File: src/rtl/fetch_stage_if.sv
// Instruction-memory port of the fetch stage: the fetch side drives the address,
// and the memory returns the word combinationally.
interface fetch_stage_if #(
   parameter int WIDTH = 32
);
   logic [WIDTH-1:0] imem_addr;
   logic [WIDTH-1:0] imem_rdata;

   modport master (output imem_addr, input imem_rdata);
   modport slave  (input imem_addr, output imem_rdata);
endinterface

File: src/rtl/fetch_stage.sv
// RV32I instruction-fetch stage: PC register, next-PC selection and the IF/ID
// pipeline register, with a sticky misaligned-redirect flag and a fetch counter.
module fetch_stage #(
   parameter int               WIDTH     = 32,
   parameter logic [WIDTH-1:0] RESET_PC  = 32'hBFC00000,
   parameter logic [WIDTH-1:0] NOP_INSTR = 32'h00000013
) (
   input  logic              clk,
   input  logic              rst_n,
   input  logic              stall,
   input  logic              flush,
   input  logic [1:0]        PCsrc,
   input  logic [WIDTH-1:0]  PCE,
   input  logic [WIDTH-1:0]  ImmExtE,
   input  logic [WIDTH-1:0]  ALUResultE,
   fetch_stage_if.master     imem,
   output logic [WIDTH-1:0]  PCF,
   output logic [WIDTH-1:0]  InstrD,
   output logic [WIDTH-1:0]  PCD,
   output logic [WIDTH-1:0]  PCPlus4D,
   output logic              ValidD,
   output logic              MisalignF,
   output logic [31:0]       FetchCount
);

   typedef enum logic [1:0] {
      SRC_SEQ    = 2'b00,
      SRC_BRANCH = 2'b01,
      SRC_JALR   = 2'b10,
      SRC_RSVD   = 2'b11
   } pcsrc_e;

   logic [WIDTH-1:0] pc_plus4;
   logic [WIDTH-1:0] target;
   logic             redirect;
   logic             kill;

   assign imem.imem_addr = PCF;
   assign pc_plus4       = PCF + WIDTH'(4);

   // NOTE: every signal written here gets a default first, so no path leaves it
   // unassigned and no latch is inferred.
   always_comb begin
      redirect = 1'b0;
      target   = pc_plus4;
      case (pcsrc_e'(PCsrc))
         SRC_BRANCH: begin
            redirect = 1'b1;
            target   = PCE + ImmExtE;
         end
         SRC_JALR: begin
            redirect = 1'b1;
            target   = ALUResultE & ~WIDTH'(1);
         end
         default: ;
      endcase
   end

   // A redirect also squashes the wrong-path word being fetched this cycle.
   assign kill = flush | redirect;

   // NOTE: state is updated with non-blocking assignments so every register
   // samples pre-edge values regardless of statement order.
   always_ff @(posedge clk) begin
      if (!rst_n) begin
         PCF        <= RESET_PC;
         InstrD     <= NOP_INSTR;
         PCD        <= '0;
         PCPlus4D   <= '0;
         ValidD     <= 1'b0;
         MisalignF  <= 1'b0;
         FetchCount <= '0;
      end else begin
         // Redirect wins over stall so a resolved branch is never lost.
         if (redirect)
            PCF <= target;
         else if (!stall)
            PCF <= pc_plus4;

         if (redirect && target[1])
            MisalignF <= 1'b1;

         if (kill) begin
            InstrD   <= NOP_INSTR;
            PCD      <= '0;
            PCPlus4D <= '0;
            ValidD   <= 1'b0;
         end else if (!stall) begin
            InstrD     <= imem.imem_rdata;
            PCD        <= PCF;
            PCPlus4D   <= pc_plus4;
            ValidD     <= 1'b1;
            FetchCount <= FetchCount + 32'd1;
         end
      end
   end

endmodule
File: src/flat_wrapper.sv
// flat-port wrapper written by rule: the top's interface ports become plain ports
module fetch_stage_flat 
#(
   parameter int               WIDTH     = 32,
   parameter logic [WIDTH-1:0] RESET_PC  = 32'hBFC00000,
   parameter logic [WIDTH-1:0] NOP_INSTR = 32'h00000013
)
  (clk, rst_n, stall, flush, PCsrc, PCE, ImmExtE, ALUResultE, PCF, InstrD, PCD, PCPlus4D, ValidD, MisalignF, FetchCount, imem_imem_addr, imem_imem_rdata);
  fetch_stage_if #(.WIDTH(WIDTH)) imem_i ();
  input  logic clk;
  input  logic rst_n;
  input  logic stall;
  input  logic flush;
  input  logic [1:0] PCsrc;
  input  logic [WIDTH-1:0] PCE;
  input  logic [WIDTH-1:0] ImmExtE;
  input  logic [WIDTH-1:0] ALUResultE;
  output logic [WIDTH-1:0] PCF;
  output logic [WIDTH-1:0] InstrD;
  output logic [WIDTH-1:0] PCD;
  output logic [WIDTH-1:0] PCPlus4D;
  output logic ValidD;
  output logic MisalignF;
  output logic [31:0] FetchCount;
  output wire logic [$bits(imem_i.imem_addr)-1:0] imem_imem_addr;
  input wire logic [$bits(imem_i.imem_rdata)-1:0] imem_imem_rdata;
  assign imem_imem_addr = imem_i.imem_addr;
  assign imem_i.imem_rdata = imem_imem_rdata;
  fetch_stage #(.WIDTH(WIDTH), .RESET_PC(RESET_PC), .NOP_INSTR(NOP_INSTR)) u_core (.clk(clk), .rst_n(rst_n), .stall(stall), .flush(flush), .PCsrc(PCsrc), .PCE(PCE), .ImmExtE(ImmExtE), .ALUResultE(ALUResultE), .imem(imem_i), .PCF(PCF), .InstrD(InstrD), .PCD(PCD), .PCPlus4D(PCPlus4D), .ValidD(ValidD), .MisalignF(MisalignF), .FetchCount(FetchCount));
endmodule
File: config.mk
export PLATFORM = sky130hd
export DESIGN_NAME = fetch_stage_flat
export DESIGN_NICKNAME = d
export VERILOG_FILES = /design/src/rtl/fetch_stage_if.sv /design/src/rtl/fetch_stage.sv /design/src/flat_wrapper.sv
export SDC_FILE = /design/constraint.sdc
export NUM_CORES = 1
export LEC_CHECK = 0
export CAP_MARGIN = 25
export CORE_UTILIZATION = 46
export CTS_CLUSTER_DIAMETER = 80
export DETAILED_ROUTE_END_ITERATION = 7
export GPL_ROUTABILITY_DRIVEN = 0
export PLACE_DENSITY_LB_ADDON = 0.12
export SLEW_MARGIN = 20
export SYNTH_ARGS = -nofsm -noshare
export SYNTH_HDL_FRONTEND = slang
export SYNTH_SLANG_ARGS = --single-unit
export TNS_END_PERCENT = 20
File: constraint.sdc
create_clock -name clk -period 4 [get_ports clk]
set_input_delay 0.4 -clock clk [delete_from_list [all_inputs] [get_ports clk]]
set_output_delay 0.4 -clock clk [all_outputs]
set_load 0.02 [all_outputs]
Word-level counts from Yosys, hierarchy flattened
Index checks and enable logic that the tools add are counted.
- output and inout port bits: 194
- register bits after elaboration: 162
- muxes and demuxes: 4
- reductions and logical operators: 4
- bitwise operators: 4
- add/subtract/negate cells: 3
- equality and inequality tests: 3
- operators with widths (operator ; count):
    32-bit two-way mux ; 2
    32-bit case mux with 2 select lines ; 1
    32-bit by 1-bit adder with 32-bit output, second input constant ; 1
    32-bit by 3-bit adder with 32-bit output, second input constant ; 1
    32-bit adder ; 1
    2-bit OR reduction ; 2
    1-bit NOT ; 3
    2-bit by 1-bit equality test with 1-bit output, second input constant ; 1
    2-bit equality test, second input constant ; 1
    2-bit by 1-bit inequality test with 1-bit output, second input constant ; 1
    2-bit AND reduction ; 1
    1-bit logical AND ; 1
    1-bit two-way mux ; 1
    1-bit OR ; 1

Longest topological paths before layout
- depth after elaboration: 6
- depth in mapped cells: 11

Least setup slack after synthesis
No wires, ideal clock.
- kind: input to register
- start: input PCE[0]
- end: register u_core.PCF[30]
- required time: 3905 ps
- slack: 1096 ps
- buffers on the path: 0
- arrival time: 2809 ps
- cell stages on the path: 11
- library setup time: 95 ps
- cell sequence: ha_1 > inv_1 > fa_1 > nor2b_1 > o2111ai_1 > a21o_1 > a211oi_1 > nor2_1 > o31ai_1 > mux2_2 > a221oi_1
- word-level cells in the longest chain between the ends: 3
- RTL lines (what ; RTL line ; source):
    start, declared ; flat_wrapper.sv:15 ; input logic [WIDTH-1:0] PCE;
    32-bit adder ; fetch_stage.sv:49 ; target = PCE + ImmExtE;
    32-bit case mux with 2 select lines ; fetch_stage.sv:46 ; case (pcsrc_e'(PCsrc))
    32-bit two-way mux ; fetch_stage.sv:75 ; if (redirect)
    end signal, assigned ; fetch_stage.sv:76 ; PCF <= target;
    end signal, assigned ; fetch_stage.sv:78 ; PCF <= pc_plus4;
    end, declared ; fetch_stage.sv:17 ; output logic [WIDTH-1:0] PCF,
Every way passes these cells.
A chain may end at the register's enable or synchronous reset.

Worst setup path in the final report
Same ends and word-level chain as after synthesis.

==> impl_metrics.py <==
metrics = {
    "floorplanning": {
        "core_area_um2": 19600,
        "design.die.area_um2": 20700,
        "rows": 51,
        "io_pins": 328,
        "start_util_pct": 47.3,
        "die_w_um": 144,
        "chipHeight_um": 144,
    },
    "worst_setup_path": {
        "critPathArrivalTime_ns": 3.54,
        "worstPathCellList": "clkdlybuf4s50_1 > ha_1 > inv_1 > fa_1 > nor2b_1 > o2111ai_1 > a21o_1 > a211oi_1 > buf_4 > nor2_1 > o31ai_1 > mux2_2 > a221oi_1",
        "critPathKind": "in2reg",
        "slowest_stage": "clkdlybuf4s50_1",
        "start_kind": "input port",
        "ff2ff_setup_slack_ns": 1.14,
        "end_kind": "register",
        "slowest_delay_ns": 0.46,
        "worst_ep_required_time_ns": 4.34,
        "critPathMaxFanout": 4,
    },
    "synth": {
        "ys.flop_type": "dfxtp_1",
        "synth_top_cell_by_area": "dfxtp_1",
        "synth_edf_count": 0,
        "synth.area.top_cells": "dfxtp_1 (35%), mux2i_1 (6.8%), nor2_1 (6.8%)",
        "synthArstFlopShare_pct": 0,
        "synthesis.area_um2": 9270,
        "ys_types": 71,
        "synth_seq_cells": 160,
        "synth_fp_nets": 1297,
        "postSynthCellCount": 1127,
        "synth_seq_area_share_pct": 34.5,
        "syn_avg_cell_area_um2": 8.23,
        "synth_warnings": 0,
        "synth_top_cell_area_share_pct": 34.5,
    },
    "timing": {
        "worst_slew_pin_slew_ns": 0.829,
        "setup_tns_ns": 0,
        "maxSlewHeadroom_pct": 44.7,
        "fin_skew_ns": 0.0105,
        "period_needed_ns": 3.20,
        "max_freq_ghz": 0.312,
        "timing.final.crit_share_pct": 80.1,
        "final-hold-violation-count": 0,
        "rsz0062_at_grt": "false",
        "slew_violations": 0,
        "finalSetupViolations": 0,
    },
    "final_layout": {
        "final_cell_mix": "clkdlybuf4s50_1 (325), nor2_1 (168), dfxtp_1 (160)",
        "post-route-util_pct": 66.2,
        "final_common_cell": "clkdlybuf4s50_1",
        "area_growth_pct": 39.9,
        "diodes": 0,
        "drive_above_1_share_pct": 4.91,
        "nets": 1542,
    },
    "drt": {
        "via_per_inst": 5.48,
        "drc": 0,
        "vias": 9044,
        "wl_per_cell_um": 17.0,
        "wl_um": 28100,
        "drt.antenna.violating_nets": 0,
        "drt_first_pass_iters": 5,
        "first_iter_violations": 580,
    },
    "global_route": {
        "gr-usage-all-layers_pct": 26.8,
        "antenna_found_initial": 0,
        "grt_start_max_net_pins": 69,
        "top_usage_layer": "met2",
        "grt_pass1_wl_um": 42900,
        "overflow": 0,
        "use_met3_pct": 5.50,
        "grt_util_met2_pct": 43.9,
        "grtUsageMet1_pct": 34.8,
        "grt_pass1_vias": 8098,
    },
    "outcome": {
        "status": "finished clean",
    },
    "pwr": {
        "combPwrFrac_pct": 24.0,
        "p_switching_w": 0.00141,
        "p_int_w": 0.00308,
        "powerDensity_nw_per_um2": 346,
        "ir_worst_vdd_mv": 0.303,
        "seq_power_share_pct": 39.3,
        "p_leak_nw": 4.89,
        "clkPwrFrac_pct": 36.7,
        "sw_frac_of_total_pct": 31.4,
    },
    "place": {
        "port_buffers": 326,
        "hpwlAfterDp_um": 21400,
    },
    "clocking": {
        "clk_pin_slew_worst_paths_ns": 0.06,
        "hold_buffers": 0,
        "clockRootBuffer": "clkbuf_16",
        "clk_latency_ns": 0.44,
        "cts.sinks": 160,
        "cts_tree": "yes",
        "post_cts_resize_count": 0,
        "cts_max_level": 4,
        "cts_buffers": 17,
        "post_cts_buffers": 0,
        "clock_path_buffers": 2,
    },
    "flow_run": {
        "drv.max_cap_violation_count": 0,
    },
    "hold_path": {
        "hp-class": "in2reg",
    },
}
layout make-up:
cell class | count | area, µm²
clock buffers | 18 | 439
clock inverters | 14 | 166
fillers | 1731 | 6620
inverters | 20 | 75.1
multi-input cells | 835 | 5400
flip-flops and latches | 160 | 3200
well taps | 265 | 332
repair buffers | 338 | 3350
synth_stat cells (6+ instances only):
library cell  instances
or3_1                10
nand4_1              13
nor2b_1              10
o21ai_0              31
dfxtp_1             160
nand3_1              43
a21o_1               23
o21a_1                6
nor2_1              168
and3_1               15
o31ai_1               8
and2_1                9
buf_1                10
buf_2                 8
and4_1                6
a21oi_1              85
inv_1                18
a211oi_1             13
xnor2_1              49
a31oi_1              11
nor3_1               18
mux2i_1              63
nand2_1              75
clkbuf_1             53
buf_4                38
a221oi_1             23
xor2_1               42
nand2b_1              7
ha_1                 35
worst max-delay path, delay by kind of cell:
| kind | cells | cell delay (ns) |
|---|---|---|
| buffers and inverters | 3 | 0.70 |
| and+or+nand+nor | 2 | 0.23 |
| muxes | 1 | 0.39 |
| AOI/OAI and AO/OA | 5 | 1.26 |
| adders and majority gates | 2 | 0.57 |
sequential cells by signal, summed over array words and instances, names as in the netlist:
signal             cells
u_core.MisalignF       1
u_core.PCF            32
u_core.InstrD         32
u_core.PCD            30
u_core.ValidD          1
u_core.FetchCount     32
u_core.PCPlus4D       32
through the flow:
step                      power (W)  instances  setup slack [ns]  area [µm²]  hold slack [ns]
after floorplan             0.00245       1127              1.10        9270            0.458
after global placement      0.00286       1618             0.447       12400            0.436
after detailed placement    0.00287       1618             0.395       12400            0.441
after CTS                   0.00453       1650             0.834       13000            0.326
after global routing        0.00469       1650             0.649       13000            0.346
final                       0.00450       1650             0.798       13000            0.342
power by group through the flow:
stage | Combinational [W] | Sequential, W | Clock (W)
after floorplan | 0.000633 | 0.00182 | 0
after global placement | 0.00106 | 0.00180 | 0
after detailed placement | 0.00107 | 0.00180 | 0
after CTS | 0.00107 | 0.00177 | 0.00169
after global routing | 0.00116 | 0.00178 | 0.00175
final | 0.00108 | 0.00177 | 0.00165
logic make-up after synthesis:
family          synth area share [%]
simple gates                    20.7
compound gates                  17.0
flops                           34.5
buf+inv                         7.27
xor+xnor                        8.59
mux                             6.92
fa+ha+maj                       4.94
worst paths after layout:
| kind | to | startpoint | cells past startpoint |
|---|---|---|---|
| max | u_core.PCF[30] | PCE[0] | 13 |
| min | u_core.PCPlus4D[31] | stall | 3 |
| max reg2reg | u_core.PCF[27] | u_core.PCF[2] | 8 |
| min reg2reg | u_core.ValidD | u_core.ValidD | 2 |
layer usage:
| layer | part of all wire, % | vias up |
|---|---|---|
| met5 | 0 | - |
| met4 | 2.3 | 0 |
| met3 | 7.4 | 45 |
| met2 | 46 | 375 |
| met1 | 44 | 4182 |
| li1 | - | 4442 |
No activity file was read; power rests on OpenSTA's default activity.
